**config.mk**
```make
export PLATFORM = sky130hd
export DESIGN_NAME = key_rshift_sched
export DESIGN_NICKNAME = d
export VERILOG_FILES = /design/src/rtl/des_key_pkg.sv /design/src/rtl/cd_rotate.sv /design/src/rtl/key_rshift_sched.sv
export SDC_FILE = /design/constraint.sdc
export NUM_CORES = 1
export LEC_CHECK = 0
export CAP_MARGIN = 10
export CORE_UTILIZATION = 51
export DETAILED_ROUTE_END_ITERATION = 7
export GPL_TIMING_DRIVEN = 0
export HOLD_SLACK_MARGIN = 0.15
export MAX_ROUTING_LAYER = met4
export PLACE_DENSITY = 0.86
export SYNTH_ARGS = -nofsm -noshare
export SYNTH_HDL_FRONTEND = slang
export SYNTH_SLANG_ARGS = --single-unit
```
**constraint.sdc**
```tcl
create_clock -name clk -period 5.1 [get_ports clk]
set_input_delay 1.02 -clock clk [delete_from_list [all_inputs] [get_ports clk]]
set_output_delay 1.02 -clock clk [all_outputs]
set_load 0.1 [all_outputs]
```
**src/rtl/des_key_pkg.sv**
```systemverilog
// Shared types and constants for the DES key schedule.
package des_key_pkg;

  localparam int unsigned CD_W  = 28;
  localparam int unsigned KEY_W = 56;

  typedef enum logic [1:0] {StIdle, StEmit, StFin} sched_state_e;

  // Per-round rotate amount, index = DES round number.
  localparam logic [16:1][1:0] SHIFT_TABLE = {
    2'd1, 2'd2, 2'd2, 2'd2, 2'd2, 2'd2, 2'd2, 2'd1,
    2'd2, 2'd2, 2'd2, 2'd2, 2'd2, 2'd2, 2'd1, 2'd1
  };

  function automatic logic shift_is_two(input logic [4:0] r);
    if (r >= 5'd1 && r <= 5'd16) begin
      return SHIFT_TABLE[r] == 2'd2;
    end
    return 1'b0;
  endfunction

endpackage

```
**src/rtl/cd_rotate.sv**
```systemverilog
// 28-bit rotate of one key half by 1 or 2 positions, left or right.
module cd_rotate
  import des_key_pkg::*;
(
  input  logic [CD_W-1:0] x,
  input  logic            two,
  input  logic            left,
  output logic [CD_W-1:0] y
);

  always_comb begin
    unique case ({left, two})
      2'b00:   y = {x[0], x[CD_W-1:1]};
      2'b01:   y = {x[1:0], x[CD_W-1:2]};
      2'b10:   y = {x[CD_W-2:0], x[CD_W-1]};
      default: y = {x[CD_W-3:0], x[CD_W-1:CD_W-2]};
    endcase
  end

endmodule

```
**src/rtl/key_rshift_sched.sv**
```systemverilog
// DES key schedule emitting 16 pre-PC2 subkeys over a valid/ready handshake.
// Optional encrypt (increasing-round) order is enabled by defining KEY_SCHED_ENC_EN.
module key_rshift_sched
  import des_key_pkg::*;
#(
  parameter int unsigned NROUNDS = 16
) (
  input  logic             clk,
  input  logic             rst,
  input  logic             start,
  input  logic [KEY_W-1:0] kin,
  input  logic             mode,
  output logic [KEY_W-1:0] subkey,
  output logic [4:0]       round,
  output logic             sk_valid,
  input  logic             sk_ready,
  output logic             busy,
  output logic             done
);

  localparam logic [4:0] LastCnt = 5'(NROUNDS - 1);

  sched_state_e    state_q, state_d;
  logic [CD_W-1:0] c_q, c_d, d_q, d_d;
  logic [4:0]      round_q, round_d;
  logic [4:0]      cnt_q, cnt_d;
  logic            enc_q, enc_d;
  logic            enc_start;
  logic            xfer;
  logic            idle;
  logic [CD_W-1:0] c_in, d_in, c_rot, d_rot;
  logic            rot_two, rot_left;

`ifdef KEY_SCHED_ENC_EN
  assign enc_start = mode;
`else
  logic unused_mode;
  assign unused_mode = mode;
  assign enc_start   = 1'b0;
`endif

  assign idle = (state_q == StIdle);
  assign xfer = sk_valid && sk_ready;

  // In idle the rotators pre-rotate kin left by one for the encrypt-order first subkey.
  assign c_in     = idle ? kin[KEY_W-1:CD_W] : c_q;
  assign d_in     = idle ? kin[CD_W-1:0] : d_q;
  assign rot_left = idle ? 1'b1 : enc_q;
  assign rot_two  = idle ? 1'b0 :
                    (enc_q ? shift_is_two(round_q + 5'd1) : shift_is_two(round_q));

  cd_rotate u_rot_c (
    .x    (c_in),
    .two  (rot_two),
    .left (rot_left),
    .y    (c_rot)
  );

  cd_rotate u_rot_d (
    .x    (d_in),
    .two  (rot_two),
    .left (rot_left),
    .y    (d_rot)
  );

  always_comb begin
    state_d = state_q;
    c_d     = c_q;
    d_d     = d_q;
    round_d = round_q;
    cnt_d   = cnt_q;
    enc_d   = enc_q;
    unique case (state_q)
      StIdle: begin
        if (start) begin
          state_d = StEmit;
          cnt_d   = 5'd0;
          enc_d   = enc_start;
          if (enc_start) begin
            c_d     = c_rot;
            d_d     = d_rot;
            round_d = 5'd1;
          end else begin
            c_d     = kin[KEY_W-1:CD_W];
            d_d     = kin[CD_W-1:0];
            round_d = 5'(NROUNDS);
          end
        end
      end
      StEmit: begin
        if (xfer) begin
          cnt_d = cnt_q + 5'd1;
          if (cnt_q == LastCnt) begin
            state_d = StFin;
            round_d = 5'd0;
          end else begin
            c_d     = c_rot;
            d_d     = d_rot;
            round_d = enc_q ? round_q + 5'd1 : round_q - 5'd1;
          end
        end
      end
      StFin: begin
        state_d = StIdle;
        cnt_d   = 5'd0;
      end
      default: state_d = StIdle;
    endcase
  end

  always_ff @(posedge clk) begin
    if (rst) begin
      state_q <= StIdle;
      c_q     <= '0;
      d_q     <= '0;
      round_q <= '0;
      cnt_q   <= '0;
      enc_q   <= 1'b0;
    end else begin
      state_q <= state_d;
      c_q     <= c_d;
      d_q     <= d_d;
      round_q <= round_d;
      cnt_q   <= cnt_d;
      enc_q   <= enc_d;
    end
  end

  assign subkey   = {c_q, d_q};
  assign round    = round_q;
  assign sk_valid = (state_q == StEmit);
  assign busy     = (state_q == StEmit);
  assign done     = (state_q == StFin);

endmodule

```
[Yosys cells after proc, flatten, opt, wreduce, memory -nomap -nowiden]
Memories as Yosys holds them, arrays and structs flattened. A register that Yosys moved wholly into a read port is not among the register bits.
Index checks and enable logic that the tools add are counted.
W data, S select, Z words.
Word-level totals
  bits in registers: 68
  memories: 1
  output and inout bits: 64
  ROM bits: 64
Cells by class
  reduce and logical (&&, ||, !) cells: 10
  equality and inequality tests: 10
  $add $sub $neg: 2
  muxes and demuxes: 29
  order comparisons: 3
Memory list
  (no name shown): words 32, width 2, read ports 1, clocked after Yosys merged registers in 1, wr ports 0, line des_key_pkg.sv:17  | return SHIFT_TABLE[r] == 2'd2;
Operators by type and width (number)
  $mux W28: 6
  $pmux W28 S3: 2
  $pmux W28 S2: 2
  $mux W5: 7
  $pmux W5 S3: 1
  $pmux W5 S2: 1
  $reduce_and A3 Y1: 3
  $mux W2: 4
  $eq A2 B2 Y1 const B: 3
  $lt A5 B6 Y1 const B: 1
  $add A5 B1 Y5 const B: 1
  $eq A5 B4 Y1 const B: 1
  $ge A5 B1 Y1 const B: 1
  $le A5 B5 Y1 const B: 1
  $mux W1: 5
  $sub A5 B1 Y5 const B: 1
  $eq A2 B1 Y1 const B: 2
  $logic_not A2 Y1: 2
  $ne A2 B1 Y1 const B: 2
  $ne A2 B2 Y1 const B: 2
  $pmux W2 S2: 1
  $reduce_and A4 Y1: 1
  $reduce_bool A3 Y1: 1
  $logic_and A1 B1 Y1: 2
  $reduce_bool A2 Y1: 1

[Longest topological paths before layout]
Gate-level depths: netlist of run 1.
  depth after elaboration: 11
  gate-level depth with buffers: 9
  mapped depth without buffers: 7

[By module]
From an unflattened synthesis of run 1, not the netlist that was laid out.
Unflattened totals
  cells, all modules: 476
  area, all modules: 5504.0 um2
By module, submodules not included
  key_rshift_sched: times used 1, cells each 408, seq. area each 1401.3 um2, area each 4067.7 um2
  cd_rotate: times used 2, cells each 34, seq. area each 0.0 um2, area each 718.2 um2

[Worst setup path after synthesis of run 1]
Ideal clock, no wire load.
  kind: reg2out
  start point: reg state_q[0]
  end point: out sk_valid
  data required time: 4.080 ns
  arrival time: 2.176 ns
  path slack: 1.904 ns
  path buffers: 3
  stages on the path, launching flop included: 6
  cells stage by stage: dfxtp_1 buf_2 nand2b_1 clkinv_1 clkbuf_1 buf_4
Between the ends
  longest elaborated chain between the ends: 1
Ends and longest elaborated chain
  start, declared: line key_rshift_sched.sv:23  | sched_state_e state_q, state_d;
  start signal, assigned: line key_rshift_sched.sv:113  | state_q <= StIdle;
  start signal, assigned: line key_rshift_sched.sv:120  | state_q <= state_d;
  $eq A2 B1 Y1
  end, declared: line key_rshift_sched.sv:15  | output logic sk_valid,
Every way passes these cells.

[Worst setup path in the final report of run 1]
  start point: reg state_q[0]
  end point: out sk_valid
Between the ends
  longest elaborated chain between the ends: 1
Ends and longest elaborated chain
  $eq A2 B1 Y1: line key_rshift_sched.sv:131  | assign sk_valid = (state_q == StEmit);
Every way passes these cells.

==> summary.md, run 1 <==
| Metric | Value |
|---|---|
| Number of setup buffers added after CTS | `0` |
| Startpoint Class | `flip-flop` |
| Post-CTS Resized | `0` |
| Syn_area_per_cell | `about 8.4 µm²` |
| Kind of end point of the critical path | `output pin` |
| Hold Crit Depth | `2` |
| Cell variety after synth | `39` |
| Commonest cells post-synth | `129 x nor2_1, 70 x dfxtp_1, 59 x o21ai_0, 55 x a22o_1, 40 x a311oi_2` |
| DPL Wire Length | `9000 µm` |
| Post-synth EDFFs | `0` |
| Routed wire length | `approximately 13000 µm` |
| Worst-margin pin slew | `roughly 1 ns` |
| Core area | `roughly 0.0078 mm²` |
| Pwr/cell area | `316 mW/mm²` |
| Worst reg-to-reg path cell count | `9` |
| Final worst-path cycle share | `between 70 and 80%` |
| Post-Syn Instances | `a little under 500` |
| Largest net degree at the start of global routing | `12` |
| First-pass GRT wire length | `20900 µm` |
| Setup CP Type | `reg -> out` |
| Crit-path max FO | `11` |
| Post-Syn Nets | `553` |
| GRT Max-Usage Layer | `met2` |
| Leakage | `slightly above 2 nW` |
| Post-synth top area share | `~34%` |
| Vias in the first global route | `between 4000 and 5000` |
| DR pass1 iterations | `5` |
| Register area share after synthesis | `between 30% and 40%` |
| Pwr Total | `1.77 mW` |
| Antenna cells | `0` |
| Status | `finished, final reports clean` |
| Count leader, synth | `nor2_1` |
| Share of layout cells above drive strength 1 | `between 10% and 20%` |
| Layout area overhead | `36.7%` |
| Final #Nets | `a little under 700` |
| Mapped cell area | `0.00410 mm²` |
| DR vias | `between 4000 and 5000` |
| Via/cell ratio | `about 6.3` |
| Fillers | `roughly 620` |
| Hold_ws | `a little over 0.5 ns` |
| WL/cell | `about 17 µm` |
| Clock Root Buffer | `clkbuf_8` |
| ANT nets after route | `0` |
| Met1 global-route usage | `40.2%` |
| H-tree lvl count | `3` |
| Yosys synthesis warning count | `0` |
| Hold Vio Cnt, Final | `0` |
| Post-layout util | `slightly above 70%` |
| Worst Hold Class | `reg -> reg` |
| Row count | `32` |
| Longest Clk Path Bufs | `2` |
| Time the worst path needs with I/O delays and setup | `4.01 ns` |
| Final setup fails | `0` |
| Clock transition at path regs | `~0.070 ns` |
| CTS tree | `built` |
| Minimum setup slack among reg-to-reg paths | `approximately 2.4 ns` |
| Synth async-reset ratio | `0%` |
| Top-Level Pins | `125` |
| Total track usage | `roughly a third` |
| Final global-route overflow total | `0` |
| Met3 Use GR | `between 4 and 5%` |
| Top FF cell, synth | `dfxtp_1` |
| Critical Path RT | `a little over 4 ns` |
| Hold buffer count at CTS | `0` |
| Clk sinks | `70` |
| Clock Latency Late Sink | `roughly 0.34 ns` |
| Max-Cap Viols | `0` |
| VDD IR-drop max | `between 0.15 and 0.2 mV` |
| Initial Util | `between 50% and 60%` |
| PortBufs | `between 100 and 150` |
| RSZ-0062 raised after global routing | `no` |
| Die Ht | `between 90 and 100 µm` |
| DRC Markers | `0` |
| Total CTS buffers | `9` |
| Initial antenna violation count | `0` |
| Crit path arrival time | `2.99 ns` |
| Setup Skew | `about 0.0085 ns` |
| Max transition margin | `a little under a third` |
| GP Congestion | `0.874` |
| DR iter-0 viols | `between 200 and 300` |
| Fin. max-slew vios | `0` |
| Max Fclk | `0.250 GHz` |
| Die ar. | `approximately 0.0084 mm²` |
| Fin Setup TNS | `0 ns` |
| Yosys reg bits | `70` |
| Cell accounting for the most synthesized area | `dfxtp_1` |
| Synth area leaders | `dfxtp_1 34%, a311oi_2 15%, nor2_1 12%` |
| Global-route met2 utilization | `between 40% and 50%` |
| Die Width | `91.7 µm` |
[layout make-up]
cell class	instances	area [µm²]	share of cell area, %
clock inverters	2	10.0	0.179
plain buffers	53	245	4.38
inverters	4	15.0	0.268
flip-flops and latches	70	1400	25.0
multi-input cells	360	2440	43.5
clock buffers	12	145	2.59
repair buffers	122	1220	21.8
well taps	102	128	2.28
[layout by cell type, fill, tap and decap left out, drive strengths merged]
| cell | n |
|---|---|
| nor3b | 1 |
| inv | 3 |
| o21bai | 2 |
| nand3 | 5 |
| nor3 | 3 |
| clkinv | 3 |
| nand2 | 3 |
| a311oi | 56 |
| clkdlybuf4s50 | 122 |
| a32oi | 1 |
| a311o | 1 |
| or4 | 1 |
| o32a | 1 |
| a21o | 1 |
| ha | 5 |
| a32o | 1 |
| a21oi | 10 |
| or3 | 3 |
| a211o | 2 |
| clkbuf | 51 |
| nor2 | 129 |
| nand4b | 1 |
| a22o | 55 |
| nand4bb | 1 |
| a31oi | 2 |
| nor4 | 1 |
| nand3b | 3 |
| buf | 14 |
| and4b | 2 |
| nor2b | 2 |
| xor2 | 1 |
| o21ai | 59 |
| and3 | 1 |
| dfxtp | 70 |
| o21a | 2 |
| nand2b | 5 |
[sequential cells by signal, indices dropped and copies added (netlist names), named ones only]
name     cells
c_q         28
cnt_q        5
round        5
state_q      2
d_q         28
[metrics by stage]
stage / worst slack (ns) / cells / cell area, µm²
global route: 0.917 / 725 / 5600
detailed placement: 1.50 / 711 / 5450
global placement: 1.53 / 711 / 5450
CTS: 1.11 / 725 / 5600
finish: 1.09 / 725 / 5600
floorplan: 1.90 / 487 / 4100
[cell families after synthesis]
logic type | Yosys count | synth area share, %
adders and majority gates | 5 | 1.53
xor gates and xnor gates | 1 | 0.214
buffers and inverters | 57 | 6.35
and+or+nand+nor | 161 | 16.9
DFF | 70 | 34.2
AOI/OAI and AO/OA | 193 | 40.8
[report_power, final]
group	total, mW	internal (mW)	switching, mW
Combinational	0.756	0.217	0.539
Clock	0.384	0.183	0.200
Sequential	0.633	0.591	0.0413
[critical path: stages (launching register included)]
cell and delay (ns):
dfxtp_1 0.32, buf_2 0.19, nand2b_1 0.16, clkinv_1 0.21, clkbuf_1 0.45, buf_4 0.20, clkdlybuf4s50_1 1.12
[worst paths after layout]
| check | startpoint | endpoint |
|---|---|---|
| worst min register to register | cnt_q[4]$_SDFFE_PP0P_ | cnt_q[4]$_SDFFE_PP0P_ |
| worst min-delay path | cnt_q[4]$_SDFFE_PP0P_ | cnt_q[4]$_SDFFE_PP0P_ |
| worst max-delay path | state_q[0]$_SDFFE_PP0P_ | sk_valid |
| worst max register to register | cnt_q[0]$_SDFFE_PP0P_ | d_q[14]$_SDFFE_PP0P_ |
[per-layer routing]
metal / routed length, µm / vias up
met5: 0 / -
met4: 367 / 0
met3: 820 / 34
met2: 5900 / 215
met1: 5420 / 2196
li1: - / 2094
Note: power is estimated with default switching activity, not from simulation.
==> inputs of run 2 (changes only) <==
--- a/config.mk
+++ b/config.mk
@@ -6,12 +6,12 @@
 export NUM_CORES = 1
 export LEC_CHECK = 0
 export CAP_MARGIN = 10
-export CORE_UTILIZATION = 51
+export CORE_UTILIZATION = 48
 export DETAILED_ROUTE_END_ITERATION = 7
 export GPL_TIMING_DRIVEN = 0
 export HOLD_SLACK_MARGIN = 0.15
 export MAX_ROUTING_LAYER = met4
-export PLACE_DENSITY = 0.86
+export PLACE_DENSITY = 0.82
 export SYNTH_ARGS = -nofsm -noshare
 export SYNTH_HDL_FRONTEND = slang
 export SYNTH_SLANG_ARGS = --single-unit
==> constraint.sdc (replaced) <==
create_clock -name clk -period 3.7 [get_ports clk]
set_input_delay 0.74 -clock clk [delete_from_list [all_inputs] [get_ports clk]]
set_output_delay 0.74 -clock clk [all_outputs]
set_load 0.1 [all_outputs]
==> run 2 against run 1 <==
  * Worst hold slack worse by 0.018 ns
  * Routed wire length is 1.2% higher
  * Utilization is 3.2 points lower
  * Non-clock buffer count stayed put
  * Final area is 1.6% higher
  * First-iteration DRC count is 30% higher
  * Via count is 0.90% lower
  * Setup slack worse by 0.69 ns
  * Critical path type unchanged
==> summary.md, run 2 (synthesis results as in run 1) <==
| Metric | Value |
|---|---|
| Crit path arrival time | `2.56 ns (-0.43 ns)` |
| Critical R2R Launch | `cnt_q[0]$_SDFFE_PP0P_` |
| ANT nets after route | `0 (unchanged)` |
| DR vias | `4498 (-0.90%)` |
| Clock Latency Late Sink | `0.35 ns (about the same)` |
| Beginning of the worst hold path | `cnt_q[4]$_SDFFE_PP0P_` |
| Status | `finished, final reports clean` |
| Die ar. | `0.00891 mm² (+6.1%)` |
| Time the worst path needs with I/O delays and setup | `roughly 3.3 ns` |
| Kind of end point of the critical path | `output pin` |
| WL/cell | `17.3 µm (+0.55%)` |
| Worst reg-to-reg path cell count | `9 (unchanged)` |
| Setup CP Type | `reg -> out` |
| Worst Hold Class | `reg -> reg` |
| Final #Nets | `686 (unchanged)` |
| DRC Markers | `0 (unchanged)` |
| DR pass1 iterations | `5 (unchanged)` |
| Fin. max-slew vios | `0 (unchanged)` |
| Vias in the first global route | `4363 (+2.1%)` |
| Antenna cells | `0 (unchanged)` |
| Fin Setup TNS | `0 ns (unchanged)` |
| Crit path largest cell delay | `0.73 ns (-0.39 ns)` |
| Combined area of the multi-input logic cells | `0.00244 mm² (unchanged)` |
| Initial antenna violation count | `0 (unchanged)` |
| First-pass GRT wire length | `20600 µm (-1.4%)` |
| Sequential cell area | `0.00140 mm² (unchanged)` |
| Commonest cells after routing, fill and taps aside | `129 x nor2_1, 120 x clkdlybuf4s50_1, 70 x dfxtp_1, 59 x o21ai_0, 55 x a22o_1` |
| Routed wire length | `12700 µm (+1.2%)` |
| Die Ht | `94.4 µm (+3.0%)` |
| Pwr/cell area | `468 mW/mm² (+48%)` |
| Row count | `33 (+3.1%)` |
| Cells along the critical path | `buf_2 -> nand2b_1 -> clkinv_1 -> clkbuf_1 -> buf_4 -> dlymetal6s2s_1` |
| Largest net degree at the start of global routing | `13 (+1)` |
| Critical path capture point | `sk_valid` |
| Critical Path RT | `2.96 ns (-1.12 ns)` |
| Leakage | `2.09 nW (+2.7%)` |
| Crit path launch | `state_q[0]$_SDFFE_PP0P_` |
| Total CTS buffers | `9 (unchanged)` |
| Share of layout cells above drive strength 1 | `10.6% (+0.45 points)` |
| Number of setup buffers added after CTS | `0 (unchanged)` |
| Total track usage | `29.9% (-1.5 points)` |
| Placed inst area | `0.00545 mm² (about the same)` |
| Minimum setup slack among reg-to-reg paths | `0.93 ns (-1.45 ns)` |
| Startpoint Class | `flip-flop` |
| PortBufs | `122 (unchanged)` |
| Via/cell ratio | `6.16 (-1.6%)` |
| GP Congestion | `0.914 (+4.6%)` |
| Worst-margin pin slew | `1.03 ns (+0.00377 ns)` |
| Final setup fails | `0 (unchanged)` |
| Top-Level Pins | `125 (unchanged)` |
| Longest Clk Path Bufs | `2 (unchanged)` |
| Core area | `0.00826 mm² (+6.3%)` |
| Max transition margin | `31.1% (-0.25 points)` |
| Clock transition at path regs | `0.07 ns (about the same)` |
| Most common cell after layout, fill and taps aside | `nor2_1` |
| Final worst-path cycle share | `89.1%` |
| Setup Skew | `0.00782 ns (-0.000715 ns)` |
| Design area | `0.00569 mm² (+1.6%)` |
| Fillers | `682 (+9.3%)` |
| Die Width | `94.4 µm (+3.0%)` |
| Layout area overhead | `38.9%` |
| Hold Vio Cnt, Final | `0 (unchanged)` |
| Clock Root Buffer | `clkbuf_8` |
| Worst path slowest cell | `dlymetal6s2s_1` |
| Hold buffer count at CTS | `0 (unchanged)` |
| CTS tree | `built` |
| Initial Util | `49.6% (-3.1 points)` |
| Clk sinks | `70 (unchanged)` |
| DR iter-0 viols | `366 (+30%)` |
| VDD IR-drop max | `0.266 mV (+43%)` |
| Crit-path max FO | `11 (unchanged)` |
| H-tree lvl count | `3 (unchanged)` |
| DPL Wire Length | `9140 µm (+1.5%)` |
| Max-Cap Viols | `0 (unchanged)` |
| FF-to-FF End | `d_q[8]$_SDFFE_PP0P_` |
| Max Fclk | `between 0.3 and 0.4 GHz` |
| RSZ-0062 raised after global routing | `no` |
| Largest regs | `c_q: 28 flops, d_q: 28 flops` |
| Final global-route overflow total | `0 (unchanged)` |
[run 2: cell count changes in the layout (fill, tap and decap cells not counted)]
cell	change
clkbuf_8	-1
clkinv_2	-1
clkdlybuf4s50_1	-2
clkinvlp_4	+2
dlymetal6s2s_1	+2
bufinv_16	+3
clkbuf_1	-1
[run 2: layout make-up]
class	count	share of cell area, %
Multi-Input combinational cell	360	42.8
Timing Repair Buffer	122	21.5
Sequential cell	70	24.6
Buffer	53	4.31
Clock buffer	10	2.24
Clock inverter	6	1.93
Inverter	4	0.264
Tap cell	105	2.31
[run 2: where the power goes]
group | switching [mW] | internal [mW]
Sequential | 0.0591 | 0.815
Combinational | 0.744 | 0.299
Clock | 0.304 | 0.447
[run 2: worst min path at each step]
stage / end / slack [ns] / cells past startpoint
3_5_place_dp: cnt_q[4]$_SDFFE_PP0P_ / 0.48 / 2
4_1_cts: cnt_q[3]$_SDFFE_PP0P_ / 0.50 / 2
5_1_grt: cnt_q[4]$_SDFFE_PP0P_ / 0.53 / 2
6_report: cnt_q[4]$_SDFFE_PP0P_ / 0.49 / 2
3_3_place_gp: cnt_q[3]$_SDFFE_PP0P_ / 0.47 / 2
2_1_floorplan: cnt_q[3]$_SDFFE_PP0P_ / 0.45 / 2
[run 2: worst max-delay path, delay by kind of cell (launching register included)]
family,cells,cell delay (ns)
flops,1,0.32
simple gates,1,0.16
buf+inv,5,1.72
[run 2: through the flow]
stage	utilization [%]	setup slack (ns)	total power, mW	std cells	hold WS [ns]
floorplan	-	0.784	1.64	487	0.453
CTS	68.9	0.0100	2.66	730	0.496
global route	69.0	0.205	2.76	730	0.533
global placement	66.0	0.415	1.91	714	0.466
finish	69.0	0.402	2.67	730	0.492
detailed placement	66.0	0.382	1.92	714	0.484
[run 2: what timing repair did]
item | CTS | global route
endpoints found under the hold margin | 0 | 0
endpoints found under the setup margin | 0 | 2
resized for setup | 0 | 2
[run 2: layer usage]
layer  track usage [%]  vias to the layer above  wire [µm]
met2              47.9                      233       6120
li1                  -                     2091          -
met4              8.72                        0        199
met1              38.4                     2147       5340
met3              5.15                       27        995
met5                 -                        -          0
